==> config.mk <==
export PLATFORM = sky130hd
export DESIGN_NAME = cacheline_adapter_flat
export DESIGN_NICKNAME = d
export VERILOG_FILES = /design/src/rtl/cacheline_adapter_pkg.sv /design/src/rtl/cacheline_adapter_if.sv /design/src/rtl/cacheline_adapter.sv /design/src/flat_wrapper.sv
export SDC_FILE = /design/constraint.sdc
export NUM_CORES = 1
export LEC_CHECK = 0
export CAP_MARGIN = 20
export CORE_AREA = 8 8 283 285
export CTS_CLUSTER_DIAMETER = 120
export DETAILED_ROUTE_END_ITERATION = 8
export DIE_AREA = 0 0 291 293
export GPL_ROUTABILITY_DRIVEN = 0
export HOLD_SLACK_MARGIN = 0.02
export PLACE_DENSITY = 0.54
export REMOVE_ABC_BUFFERS = 1
export SKIP_LAST_GASP = 1
export SLEW_MARGIN = 25
export SYNTH_ARGS = -nofsm -noshare
export SYNTH_HDL_FRONTEND = slang
export SYNTH_SLANG_ARGS = --single-unit
==> constraint.sdc <==
create_clock -name clk -period 4.47 [get_ports clk]
set_input_delay 0.6705 -clock clk [delete_from_list [all_inputs] [get_ports clk]]
set_output_delay 0.6705 -clock clk [all_outputs]
set_load 0.01 [all_outputs]
==> src/rtl/cacheline_adapter_pkg.sv <==
// Shared types and geometry for the cache-line to burst-memory adapter.
package cacheline_adapter_pkg;

  localparam int LINE_W = 256;
  localparam int BEAT_W = 64;
  localparam int BEATS  = LINE_W / BEAT_W;

  localparam logic [31:0] LINE_MASK = ~32'(LINE_W / 8 - 1);

  typedef enum logic [2:0] {
    IDLE,
    RD_REQ,
    RD_DATA,
    WR_DATA,
    DONE
  } adapter_state_t;

  // Byte address of the first byte of the line containing a
  function automatic logic [31:0] line_align(input logic [31:0] a);
    return a & LINE_MASK;
  endfunction

endpackage

==> src/rtl/cacheline_adapter_if.sv <==
// Bus bundles for the adapter: the cache-facing line port and the memory-facing burst port.
interface dfp_if;
  import cacheline_adapter_pkg::*;

  logic [31:0]       addr;
  logic              read;
  logic              write;
  logic [LINE_W-1:0] wdata;
  logic [LINE_W-1:0] rdata;
  logic              resp;

  modport master (output addr, read, write, wdata, input rdata, resp);
  modport slave  (input addr, read, write, wdata, output rdata, resp);
endinterface

interface bmem_if;
  import cacheline_adapter_pkg::*;

  logic [31:0]       addr;
  logic              read;
  logic              write;
  logic [BEAT_W-1:0] wdata;
  logic              ready;
  logic [31:0]       raddr;
  logic [BEAT_W-1:0] rdata;
  logic              rvalid;

  modport master (output addr, read, write, wdata, input ready, raddr, rdata, rvalid);
  modport slave  (input addr, read, write, wdata, output ready, raddr, rdata, rvalid);
endinterface

==> src/rtl/cacheline_adapter.sv <==
// Converts single-shot 256-bit line reads/writes into 4-beat 64-bit memory bursts.
// One transaction in flight; the line register is shared by read assembly and write serialisation.
module cacheline_adapter
  import cacheline_adapter_pkg::*;
(
  input  logic   clk,
  input  logic   rst,
  dfp_if.slave   dfp,
  bmem_if.master bmem
);

  adapter_state_t    state_q, state_d;
  logic [1:0]        cnt_q;
  logic [LINE_W-1:0] line_q;
  logic [31:0]       addr_q;
  logic              last_beat;

  assign last_beat = (cnt_q == 2'(BEATS - 1));

  always_ff @(posedge clk) begin
    if (!rst) begin
      state_q <= IDLE;
      cnt_q   <= '0;
      line_q  <= '0;
      addr_q  <= '0;
    end else begin
      state_q <= state_d;
      case (state_q)
        IDLE: begin
          if (dfp.write || dfp.read) begin
            addr_q <= line_align(dfp.addr);
            cnt_q  <= '0;
          end
          if (dfp.write) line_q <= dfp.wdata;
        end
        RD_REQ:  cnt_q <= '0;
        // count wraps 3->0 on the final beat, which is also the state exit
        RD_DATA: begin
          if (bmem.rvalid) begin
            line_q[cnt_q*BEAT_W +: BEAT_W] <= bmem.rdata;
            cnt_q <= cnt_q + 2'd1;
          end
        end
        WR_DATA: if (bmem.ready) cnt_q <= cnt_q + 2'd1;
        default: ;
      endcase
    end
  end

  always_comb begin
    state_d    = state_q;
    bmem.addr  = '0;
    bmem.read  = 1'b0;
    bmem.write = 1'b0;
    bmem.wdata = '0;
    dfp.resp   = 1'b0;
    case (state_q)
      IDLE: begin
        if (dfp.write)     state_d = WR_DATA;
        else if (dfp.read) state_d = RD_REQ;
      end
      RD_REQ: begin
        bmem.addr = addr_q;
        bmem.read = 1'b1;
        if (bmem.ready) state_d = RD_DATA;
      end
      RD_DATA: if (bmem.rvalid && last_beat) state_d = DONE;
      WR_DATA: begin
        bmem.addr  = addr_q;
        bmem.write = 1'b1;
        bmem.wdata = line_q[cnt_q*BEAT_W +: BEAT_W];
        if (bmem.ready && last_beat) state_d = DONE;
      end
      DONE: begin
        dfp.resp = 1'b1;
        state_d  = IDLE;
      end
      default: state_d = IDLE;
    endcase
  end

  assign dfp.rdata = line_q;

  // Protocol guards: no simultaneous read+write, and returning beats must belong to our line
  a_no_rd_wr: assert property (@(posedge clk) disable iff (!rst)
    (state_q == IDLE) |-> !(dfp.read && dfp.write));
  a_raddr_match: assert property (@(posedge clk) disable iff (!rst)
    (state_q == RD_DATA && bmem.rvalid) |-> (bmem.raddr == addr_q));

endmodule

==> src/flat_wrapper.sv <==
// flat-port wrapper written by rule: the top's interface ports become plain ports
module cacheline_adapter_flat import cacheline_adapter_pkg::*;
  (clk, rst, dfp_addr, dfp_read, dfp_write, dfp_wdata, dfp_rdata, dfp_resp, bmem_addr, bmem_read, bmem_write, bmem_wdata, bmem_ready, bmem_raddr, bmem_rdata, bmem_rvalid);
  dfp_if dfp_i ();
  bmem_if bmem_i ();
  input  logic clk;
  input  logic rst;
  input wire logic [$bits(dfp_i.addr)-1:0] dfp_addr;
  input wire logic [$bits(dfp_i.read)-1:0] dfp_read;
  input wire logic [$bits(dfp_i.write)-1:0] dfp_write;
  input wire logic [$bits(dfp_i.wdata)-1:0] dfp_wdata;
  output wire logic [$bits(dfp_i.rdata)-1:0] dfp_rdata;
  output wire logic [$bits(dfp_i.resp)-1:0] dfp_resp;
  output wire logic [$bits(bmem_i.addr)-1:0] bmem_addr;
  output wire logic [$bits(bmem_i.read)-1:0] bmem_read;
  output wire logic [$bits(bmem_i.write)-1:0] bmem_write;
  output wire logic [$bits(bmem_i.wdata)-1:0] bmem_wdata;
  input wire logic [$bits(bmem_i.ready)-1:0] bmem_ready;
  input wire logic [$bits(bmem_i.raddr)-1:0] bmem_raddr;
  input wire logic [$bits(bmem_i.rdata)-1:0] bmem_rdata;
  input wire logic [$bits(bmem_i.rvalid)-1:0] bmem_rvalid;
  assign dfp_i.addr = dfp_addr;
  assign dfp_i.read = dfp_read;
  assign dfp_i.write = dfp_write;
  assign dfp_i.wdata = dfp_wdata;
  assign dfp_rdata = dfp_i.rdata;
  assign dfp_resp = dfp_i.resp;
  assign bmem_addr = bmem_i.addr;
  assign bmem_read = bmem_i.read;
  assign bmem_write = bmem_i.write;
  assign bmem_wdata = bmem_i.wdata;
  assign bmem_i.ready = bmem_ready;
  assign bmem_i.raddr = bmem_raddr;
  assign bmem_i.rdata = bmem_rdata;
  assign bmem_i.rvalid = bmem_rvalid;
  cacheline_adapter u_core (.clk(clk), .rst(rst), .dfp(dfp_i), .bmem(bmem_i));
endmodule
After elaboration in Yosys (flattened, before gate mapping):

Index checks and enable logic that the tools add are counted.

* $add $sub $neg: 2
* bitwise logic cells: 0
* multipliers: 0
* div/mod/pow operators: 0
* multiplexer cells: 19
* shift operators: 3
* magnitude comparators: 0
* reduce and logical (&&, ||, !) cells: 11
* eq/ne operators: 13

Operators with widths (number)
* $mux W256: 2
* $pmux W256 S2: 1
* $bwmux W256: 1
* $shift A64 B34 Y256 const A: 1
* $shiftx A256 B9 Y64: 1
* $shiftx A64 B34 Y256: 1
* $mux W64: 1
* $neg A8 Y34: 1
* $mux W32: 1
* $mux W3: 5
* $pmux W3 S4: 1
* $ne A2 B2 Y1 const B: 4
* $pmux W2 S4: 1
* $reduce_and A4 Y1: 2
* $eq A3 B2 Y1 const B: 2
* $mux W2: 3
* $ne A2 B1 Y1 const B: 3
* $reduce_bool A4 Y1: 1
* $eq A3 B1 Y1 const B: 1
* $eq A3 B3 Y1 const B: 1
* $logic_not A3 Y1: 1
* $mux W1: 3
* $ne A3 B3 Y1 const B: 1
* $reduce_and A3 Y1: 1
* 7 further kinds: 8

* bits in registers: 288
* input port bits: 390
* memory bits (read-only): 0
* memories kept: 0
* bits in latches: 0
* RAM bits: 0

Longest topological paths before layout:

Gate-level depths: netlist of run 1.

* word-level depth: 5
* mapped depth: 10
* depth with buffers taken out: 5

Worst setup path before layout of run 1:

OpenSTA, ideal clock, no wires.

* path kind: register -> register
* from: register u_core.cnt_q[1]
* to: register u_core.line_q[48], in the netlist u_core.dfp.rdata[48]
* data required time: 4.375 ns
* stages on the path, launching flop included: 10
* library setup time: 0.095 ns
* arrival time: 2.550 ns
* path buffers: 4
* clock period less this slack: 2.646 ns
* slack: 1.824 ns
* cells stage by stage: dfxtp_1 -> clkbuf_1 -> buf_1 -> inv_1 -> ha_1 -> and4bb_2 -> buf_4 -> buf_1 -> a22oi_1 -> a221oi_1

* word-level cells in the longest chain between the ends: 5

Ends and longest elaborated chain
* start, declared: RTL line cacheline_adapter.sv:13 `logic [1:0] cnt_q;`
* start signal, assigned: RTL line cacheline_adapter.sv:41 `cnt_q <= cnt_q + 2'd1;`
* start signal, assigned: RTL line cacheline_adapter.sv:44 `WR_DATA: if (bmem.ready) cnt_q <= cnt_q + 2'd1;`
* $neg A8 Y34 (*): RTL line cacheline_adapter.sv:40 `line_q[cnt_q*BEAT_W +: BEAT_W] <= bmem.rdata;`
* $shiftx A64 B34 Y256 or $shift A64 B34 Y256 (tied branches): RTL line cacheline_adapter.sv:40
* $bwmux W256 (*): RTL line cacheline_adapter.sv:40
* $mux W256 (*): RTL line cacheline_adapter.sv:39 `if (bmem.rvalid) begin`
* $pmux W256 S2 (*): RTL line cacheline_adapter.sv:28 `case (state_q)`
* end signal, assigned: RTL line cacheline_adapter.sv:34 `if (dfp.write) line_q <= dfp.wdata;`
* end signal, assigned by index: RTL line cacheline_adapter.sv:40
* end, declared: RTL line cacheline_adapter.sv:14 `logic [LINE_W-1:0] line_q;`

Mark *: on every way between the ends. The rest lies on a longest branch, timed or not. The select of a mux whose other input is x is not followed.
A chain may end at the register's enable or synchronous reset.

Worst setup path in the final report of run 1:

* from: register u_core.cnt_q[0]
* to: output bmem_wdata[63]

* word-level cells in the longest chain between the ends: 2

Ends and longest elaborated chain
* $shiftx A256 B9 Y64: RTL line cacheline_adapter.sv:71 `bmem.wdata = line_q[cnt_q*BEAT_W +: BEAT_W];`
* $mux W64: RTL line cacheline_adapter.sv:57 `case (state_q)`
* end, declared: RTL line flat_wrapper.sv:17 `output wire logic [$bits(bmem_i.wdata)-1:0] bmem_wdata;`

No other way between the ends.

==> results.md, run 1 <==
* Top delay family on crit path: buffers and inverters
* Clock tree buffer depth at 3
* Initial core utilization at between 20 and 25%
* Multi-input gate area at 9534 sq um
* Final period util at about nine tenths
* Worst-margin pin slew at approximately 1200 ps
* P_leak at approximately 8.6 nW
* Mapped Cells at 1,814
* WL met2 at 45,890 microns
* DR iter-0 viols at approximately 1,600
* Worst setup EP type: output pin
* Area grow syn2layout at 55.38%
* DP Area at 24,050 sq um
* Required @ worst endpoint at about 3800 ps
* Overflow after GRT at 0
* Routed wire length at approximately 97,000 microns
* Reg power frac at a little under a third
* Final slew viol count at 0
* Final cell count without fillers at approximately 3,400
* Setup WS pre-CTS at 995.9 ps
* Largest net degree at the start of global routing at between 150 and 200
* F_max at roughly 250 MHz
* Setup_tns at 0 ps
* Switching Fraction at approximately two fifths
* Internal power at approximately 7.4 mW
* DRC at 0
* FFs w/ async S/R, synth at 0%
* Pwr/cell area at approximately 480 nW/um^2
* Die width at about 290 microns
* FF-to-FF End: u_core.dfp.rdata[219]
* Post-Place Cells at 3,273
* DR vias/cell at 5.746
* Die H at just under 300 microns
* Die Area at between 80,000 and 90,000 sq um
* Setup ws final at around 530 ps
* Critical Path Stages at 4
* Top_reg_cell synth: dfxtp_1
* CP peak stage delay at 950 ps
* Mapped Area at roughly 16,000 sq um
* Crit-path slowest cell: dfxtp_4
* Ports at ~750
* Max Cap Viol at 0
* Uppermost layer routed: met5
* Core area at between 70,000 and 80,000 sq um
* H-tree Lvls at 2
* Post-CTS Setup Inserts at 0
* RR Startpoint: u_core.cnt_q[0]
* P_sw at around 4.7 mW
* Final setup vio count at 0
* Clk slew on worst S/H paths at 60 ps
* Top cell type's share of synthesized area at a little over a third
* Yosys warnings at 0
* Peak supply drop at 0.2180 mV
* HP Class: reg -> reg
* Hold Crit Depth at 2
* Post-synth cell types at 43
* Post-synth EDFFs at 0
* Hold Startpoint: u_core.addr_q[16]
* Main area contributors after synthesis: dfxtp_1, mux4_2, a221oi_1
* Endpoints failing hold at 0
* CTS root buf: clkbuf_16
* Gates resized, CTS repair at 0
* Post-synthesis sequential area ratio at between 30% and 40%
* Post-Route M1 WL at around 38,000 microns
* Power Total at roughly 12 mW
* Storage element area at around 5800 sq um
* Hold slack at ~470 ps
* Initial antenna violation count at 21
* Post-DP HPWL at roughly 65,000 microns
* Combinational share of power at between 40% and 50%
* Final Skew at roughly 18 ps
* Fill cells at between 7,000 and 8,000
* Crit-path cells: buf_4 -> mux4_2 -> and3_1 -> clkdlybuf4s50_1
* Wire per inst at 28.88 microns
* Hold Path End: u_core.addr_q[16]
* Routed Antenna Nets at 0
* Fin area at 25,420 sq um
* Sum of buffers and inverters on the critical path at 2
* WP data arrival at ~3300 ps
* Initial DRT Pass Iterations at 6
* Share of cells above drive strength 1 at around a tenth
* Path depth of the worst reg2reg path at 6
* R2R Setup Slk at 1040 ps
* Layout Nets at 2,732
* Critical Path Fanout Max at 36
* Tmin final at 3942 ps
* Sink Count at between 200 and 300
* Relative slew slack at about 22%
* Cell taking the most area after synthesis: dfxtp_1
* Met3 WL post-DR at ~9000 microns
* Outcome: complete, no violations
* Synth Area per Inst at around 9 sq um
* RSZ-0062 raised after global routing: no
* Clock network power share at approximately a quarter
* CTS tree: built
* Critical path launch point type: flip-flop
* Synth Register Bits at ~290
* Row Count at 101
* Fin util at 33.69%
* Vias in the first global route at about 20,000
* WS Path Type: reg -> out
* First-pass GRT wire length at approximately 140,000 microns
* CTS Hold Bufs at 0
* IO buf count at ~700
* Vias at between 15,000 and 20,000
* Worst-Skew Late Latency at approximately 550 ps
* Gr usage total at a little over a fifth
* Number of buffers created by CTS at 38
==> how the worst max path moves through the flow <==
stage	start	endpoint	slack, ps
2_1_floorplan	u_core.state_q[1]	u_core.dfp.rdata[0]	-11710
3_3_place_gp	u_core.cnt_q[0]	bmem_wdata[63]	1070
3_5_place_dp	u_core.cnt_q[0]	u_core.dfp.rdata[11]	1000
4_1_cts	u_core.cnt_q[0]	bmem_wdata[63]	430
5_1_grt	u_core.cnt_q[0]	bmem_wdata[63]	370
6_report	u_core.cnt_q[0]	bmem_wdata[63]	530
==> metal layers <==
| layer | vias to the layer above | GRT usage [%] |
|---|---|---|
| met1 | 9603 | 26.03 |
| met2 | 1221 | 35.49 |
| met5 | - | 0 |
| met3 | 237 | 5.562 |
| met4 | 8 | 9.305 |
| li1 | 8236 | - |
==> cell usage in the layout, fill, tap and decap left out, drive strengths merged, types with 2 or more instances in the layout <==
master	count
clkdlybuf4s50	702
dfxtp	288
nand3	161
nand2	133
nor2	130
a221oi	129
a22oi	128
a211oi	128
a311oi	128
and3	65
mux4	64
clkbuf	60
and4bb	44
buf	43
a21oi	33
o21ai	29
and2	28
nor4bb	24
diode	17
inv	9
ha	6
conb	5
mux2i	3
bufinv	3
nor3b	3
clkinv	3
nand2b	2
nor2b	2
nor4b	2
nor4	2
==> power groups by stage <==
stage,clock (mW),combinational (mW),sequential [mW]
6_report,3.23,5.08,3.80
5_1_grt,3.40,5.40,3.86
4_1_cts,3.31,5.05,3.80
3_5_place_dp,0,5.04,3.84
3_3_place_gp,0,4.98,3.82
2_1_floorplan,0,2.40,3.85
==> worst register-to-register path: stages, from the launching register on <==
cell	delay (ps)
dfxtp_4	950
buf_12	300
ha_4	580
nor4bb_4	420
buf_4	560
nand3_1	190
a311oi_1	310
==> flip-flops by register name, summed over array words and instances (netlist names) <==
register and flops:
u_core.cnt_q 2, u_core.dfp.rdata 256, u_core.addr_q 27, u_core.state_q 3
==> cell families after synthesis <==
| group | count (synthesis) | synth area share, % |
|---|---|---|
| fa+ha+maj | 6 | 0.4589 |
| buf+inv | 273 | 7.381 |
| compound gates | 579 | 27.74 |
| mux | 67 | 8.995 |
| flops | 288 | 35.25 |
| simple gates | 600 | 20.15 |
| other cells | 1 | 0.02292 |
==> Yosys cell counts (2+ instances only) <==
master and number:
a211oi_1 128, a21oi_1 29, a21oi_2 3, a221oi_1 129, a22oi_1 128, a311oi_1 128, and2_1 28, and3_1 65
and4bb_2 44, buf_1 7, buf_2 107, buf_4 13, clkbuf_1 140, dfxtp_1 288, ha_1 6, inv_1 5
mux2i_1 3, mux4_2 64, nand2_1 133, nand2b_1 2, nand3_1 161, nor2_1 129, nor2b_1 2, nor3b_1 2
nor4bb_1 24, o21ai_0 29
==> area by class of cell <==
type,instances,share of cell area (%)
antenna,17,0.1674
inverter,6,0.1280
sequential,288,22.76
clock inverter,9,0.5513
timing repair buffer,745,29.53
clock buffer,60,4.539
tap,978,4.814
multi-input combinational,1257,37.51
No activity file was read; power rests on OpenSTA's default activity.
==> inputs of run 2 (changes only) <==
Settings changed: PLACE_DENSITY 0.54 to 0.56.
Clock period 4.47 ns to 3.2 ns, I/O delays scaled along.
==> results.md, run 2 (synthesized netlist as in run 1, its figures left out) <==
* Hold Startpoint: u_core.addr_q[10]
* Ports at 745 (unchanged)
* Sink Count at 288 (unchanged)
* Fill cells at 7,646 (-0.84%)
* Worst setup EP type: output pin
* Setup ws final at 106.3 ps (-421.4 ps)
* CTS tree: built
* Vias at 19,430 (+0.66%)
* Max FFs per register at 256 (unchanged)
* FF-to-FF End: u_core.dfp.rdata[231]
* Tmin final at between 3000 and 4000 ps
* RSZ-0062 raised after global routing: no
* Routed wire length at 93,840 microns (-3.3%)
* IO buf count at 702 (unchanged)
* Post-Place Cells at 3,311 (+1.2%)
* Critical Path Fanout Max at 13 (-64%)
* CP peak stage delay at 490 ps (-460 ps)
* Core area at 75,440 sq um (unchanged)
* Crit-path cells: buf_12 -> buf_12 -> mux4_2 -> and3_1 -> clkdlybuf4s50_1
* Final cell count without fillers at 3,392 (+0.95%)
* Area grow syn2layout at 57.60%
* Endpoints failing hold at 0 (unchanged)
* Largest net degree at the start of global routing at 129 (-18%)
* CTS Hold Bufs at 0 (unchanged)
* H-tree Lvls at 2 (unchanged)
* Relative slew slack at 45.63% (+24 points)
* Fin area at 25,780 sq um (+1.4%)
* Final Skew at 24.38 ps (+6.522 ps)
* Clock tree buffer depth at 3 (unchanged)
* Peak supply drop at 0.3463 mV (+59%)
* Row Count at 101 (unchanged)
* WS Path Type: reg -> out
* Hold Path End: u_core.addr_q[10]
* Final setup vio count at 0 (unchanged)
* DP Area at 24,500 sq um (+1.8%)
* Top cell by count, worst path: buf_12
* Die Area at 85,260 sq um (unchanged)
* Clk slew on worst S/H paths at 50 ps (about the same)
* Storage element area at 5784 sq um (unchanged)
* Overflow after GRT at 0 (unchanged)
* Hold Crit Depth at 2 (unchanged)
* Critical path launch point type: flip-flop
* Pwr/cell area at 647.8 nW/um^2 (+36%)
* Most common cell after layout, fill and taps aside: clkdlybuf4s50_1
* Worst-Skew Late Latency at 540 ps (about the same)
* Die width at 291 microns (unchanged)
* F_max at between 300 and 400 MHz
* Worst-margin pin slew at 815.6 ps (-357.0 ps)
* Setup_tns at 0 ps (unchanged)
* Final period util at 96.68%
* DRC at 0 (unchanged)
* Wire per inst at 27.66 microns (-4.2%)
* Initial core utilization at 21.68% (unchanged)
* R2R Setup Slk at 400 ps (-640 ps)
* Routed Antenna Nets at 0 (unchanged)
* Initial antenna violation count at 19 (-9.5%)
* WP data arrival at 2610 ps (-660 ps)
* Number of buffers created by CTS at 37 (-2.6%)
* Crit-path slowest cell: mux4_2
* RR Startpoint: u_core.cnt_q[1]
* Initial DRT Pass Iterations at 5 (-1)
* Outcome: complete, no violations
* Most frequent cells in the layout: clkdlybuf4s50_1, dfxtp_1, nand3_1
* CTS root buf: clkbuf_16
* Layout Nets at 2,775 (+1.6%)
* Power Total at 16.70 mW (+38%)
* Path depth of the worst reg2reg path at 6 (unchanged)
* Required @ worst endpoint at 2720 ps (-1080 ps)
* Multi-input gate area at 9529 sq um (about the same)
* Post-DP HPWL at 64,960 microns (about the same)
* HP Class: reg -> reg
* Setup WS pre-CTS at 445.8 ps (-550.1 ps)
* Die H at 293 microns (unchanged)
* Vias in the first global route at 19,720 (-1.2%)
* Final slew viol count at 0 (unchanged)
* DR iter-0 viols at 1,641 (+2.7%)
* First-pass GRT wire length at 136,300 microns (-3.3%)
* Max Cap Viol at 0 (unchanged)
* Fin util at 34.17% (+0.48 points)
* Hold slack at 471.4 ps (-0.3700 ps)
* DR vias/cell at 5.729 (-0.29%)
* Share of cells above drive strength 1 at 11.45% (+1.5 points)
* P_leak at 8.823 nW (+2.4%)
* Gr usage total at 20.54% (-0.82 points)
[run 2: cell count changes in the layout (fill, tap and decap cells not counted), moves of 2 or more]
cell	change
buf_6	+3
buf_4	+28
clkinv_2	+2
clkbuf_8	-6
buf_12	+14
diode_2	-5
clkbuf_1	-2
[run 2: what timing repair did]
action,CTS,global route
gates resized for setup,2,1
setup buffers,2,5
setup endpoints to repair,54,4
[run 2: area by class of cell]
cell class,instances,share of cell area (%)
Antenna cell,12,0.1165
Clock buffer,52,4.125
Clock inverter,10,0.4416
Inverter,6,0.1262
Multi-Input combinational cell,1257,36.96
Sequential cell,288,22.44
Tap cell,978,4.746
Timing Repair Buffer,789,31.05
[run 2: where the power goes]
group	total (mW)	internal [mW]	leakage, nW	switching, mW
Combinational	7.33	3.41	5.86	3.92
Clock	4.19	2.48	0.579	1.72
Sequential	5.18	4.36	2.38	0.816
Total	16.7	10.3	8.82	6.45
[run 2: how the worst max path moves through the flow]
stage	slack, ps	cells after the start	end	from
2_1_floorplan	-12980	3	u_core.dfp.rdata[0]	u_core.state_q[1]
3_3_place_gp	480	4	bmem_wdata[43]	u_core.cnt_q[0]
3_5_place_dp	450	6	u_core.dfp.rdata[231]	u_core.cnt_q[1]
4_1_cts	5	5	bmem_wdata[39]	u_core.cnt_q[0]
5_1_grt	8	5	bmem_wdata[31]	u_core.cnt_q[0]
6_report	110	5	bmem_wdata[39]	u_core.cnt_q[0]
[run 2: critical path: cells and delay by family (launching register included)]
kind,cells,cell delay [ps]
DFF,1,470
buffers and inverters,3,870
and+or+nand+nor,1,220
muxes,1,490
[run 2: metal layers]
metal | wire (microns) | track usage [%]
met1 | 36130 | 24.95
met2 | 44830 | 34.26
met3 | 9006 | 5.434
met4 | 3830 | 8.722
met5 | 39 | 0
==> inputs of run 3 (changes only) <==
Settings changed: DONT_BUFFER_PORTS set to 1, PLACE_DENSITY 0.56 to 0.43.
Clock period 3.2 ns to 2.8 ns, I/O delays scaled along.
==> results.md, run 3 (synthesized netlist as in run 1, its figures left out) <==
* Outcome: complete, no violations
* Critical Path Fanout Max at 51 (+38)
* Fin util at 26.75% (-7.4 points)
* Routed Antenna Nets at 0 (unchanged)
* Final Skew at 13.01 ps (-11.37 ps)
* Final period util at a little over nine tenths
* Layout Nets at 2,201 (-21%)
* Storage element area at 5784 sq um (unchanged)
* Setup WS pre-CTS at 497.8 ps (+52.01 ps)
* Post-Place Cells at 2,602 (-21%)
* Routed wire length at 92,130 microns (-1.8%)
* Vias at 17,440 (-10%)
* Initial antenna violation count at 5 (-14)
* Share of cells above drive strength 1 at 14.71% (+3.3 points)
* Most frequent cells in the layout: dfxtp_1, nand3_1, dlygate4sd3_1
* Endpoints failing hold at 0 (unchanged)
* Final slew viol count at 0 (unchanged)
* Sink Count at 288 (unchanged)
* Max FFs per register at 256 (unchanged)
* Vias in the first global route at 17,540 (-11%)
* HP Class: in -> reg
* DR iter-0 viols at 2,019 (+23%)
* Tmin final at ~2700 ps
* Clk slew on worst S/H paths at 60 ps (about the same)
* First-pass GRT wire length at 131,000 microns (-3.9%)
* CTS tree: built
* Relative slew slack at 48.18% (+2.6 points)
* Pwr/cell area at 874.2 nW/um^2 (+35%)
* Required @ worst endpoint at 3280 ps (+560 ps)
* CTS root buf: clkbuf_16
* Initial core utilization at 21.68% (unchanged)
* F_max at 365.6 MHz
* Row Count at 101 (unchanged)
* Overflow after GRT at 0 (unchanged)
* Die width at 291 microns (unchanged)
* Initial DRT Pass Iterations at 7 (+2)
* Final setup vio count at 0 (unchanged)
* Max Cap Viol at 0 (unchanged)
* Clock tree buffer depth at 3 (unchanged)
* Gr usage total at 19.97% (-0.57 points)
* WS Path Type: reg -> reg
* Worst-Skew Late Latency at 540 ps (about the same)
* P_leak at 6.847 nW (-22%)
* Fill cells at 8,073 (+5.6%)
* Worst-margin pin slew at 777.3 ps (-38.27 ps)
* Die Area at 85,260 sq um (unchanged)
* Multi-input gate area at 9534 sq um (about the same)
* H-tree Lvls at 2 (unchanged)
* Most common cell after layout, fill and taps aside: dfxtp_1
* Worst setup EP type: flip-flop
* WP data arrival at 3220 ps (+610 ps)
* DRC at 0 (unchanged)
* Peak supply drop at 0.4859 mV (+40%)
* DR vias/cell at 6.210 (+8.4%)
* Critical path launch point type: flip-flop
* Setup_tns at 0 ps (unchanged)
* Number of buffers created by CTS at 38 (+2.7%)
* Wire per inst at 32.81 microns (+19%)
* Setup ws final at 64.63 ps (-41.66 ps)
* IO buf count at 0 (-100%)
* Largest net degree at the start of global routing at 129 (unchanged)
* Ports at 745 (unchanged)
* Post-DP HPWL at 60,780 microns (-6.4%)
* Area grow syn2layout at 23.37%
* Core area at 75,440 sq um (unchanged)
* Final cell count without fillers at 2,808 (-17%)
* Die H at 293 microns (unchanged)
[run 3: cell count changes in the layout (fill, tap and decap cells not counted)]
cell | previous run | this run
inv_6 | 3 | 0
buf_16 | 0 | 1
buf_8 | 0 | 1
buf_4 | 59 | 43
diode_2 | 12 | 1
dlygate4sd3_1 | 0 | 136
clkbuf_8 | 6 | 9
clkdlybuf4s50_1 | 702 | 0
clkbuf_16 | 38 | 42
buf_6 | 3 | 6
clkbuf_1 | 8 | 7
nor2_4 | 0 | 1
buf_12 | 25 | 26
nor2_2 | 1 | 0
[run 3: layout make-up]
class | instances | share of cell area [%]
clock inverter | 7 | 0.4340
clock buffer | 57 | 5.828
sequential | 288 | 28.66
timing repair buffer | 214 | 11.59
antenna | 1 | 0.01240
multi-input combinational | 1257 | 47.24
tap | 978 | 6.064
inverter | 6 | 0.1612
[run 3: layer usage]
metal / vias to the layer above / share of wire, % / track usage [%]
met1: 8763 / 38 / 24.05
met2: 1308 / 48 / 33.80
met5: - / 0.025 / 0
li1: 7162 / - / -
met4: 4 / 3.1 / 6.511
met3: 201 / 11 / 6.196
[run 3: report_power, final]
| part | leakage [nW] | switching, mW | internal [mW] |
|---|---|---|---|
| Combinational | 3.84 | 3.75 | 2.37 |
| Sequential | 2.38 | 1.48 | 4.98 |
| Clock | 0.622 | 1.99 | 3.07 |
| Total | 6.85 | 7.22 | 10.4 |
[run 3: repair_timing]
action	CTS	global route
endpoints found under the hold margin	119	0
gates resized for setup	0	7
setup endpoints to repair	1	18
hold buffers	136	0
gates cloned	0	1
pin swaps	0	1
setup buffers	1	3
[run 3: path summary, 6_finish.rpt]
check | from | end | slack (ps) | depth (start not counted)
max | u_core.state_q[1] | u_core.dfp.rdata[115] | 60 | 8
min reg2reg | u_core.addr_q[24] | u_core.addr_q[24] | 470 | 2
min | bmem_rdata[16] | u_core.dfp.rdata[208] | 60 | 2
max reg2reg | u_core.state_q[1] | u_core.dfp.rdata[115] | 60 | 8
[run 3: worst max-delay path, cell delays in order, from the launching register on]
cell and delay [ps]:
dfxtp_4 440, buf_12 230, nor4b_4 300, buf_4 160, clkbuf_16 200, buf_16 270
a211oi_1 90, a311oi_1 270, dlygate4sd3_1 590
[run 3: stage by stage]
stage | cell area, sq um | total power [mW] | hold WS [ps]
final | 20180 | 17.64 | 57.71
after global routing | 20180 | 18.40 | 28.39
after CTS | 20110 | 17.62 | 20.06
after detailed placement | 17470 | 12.24 | 463.2
after global placement | 17470 | 12.11 | 458.6
after floorplan | 15190 | 9.620 | 448.9
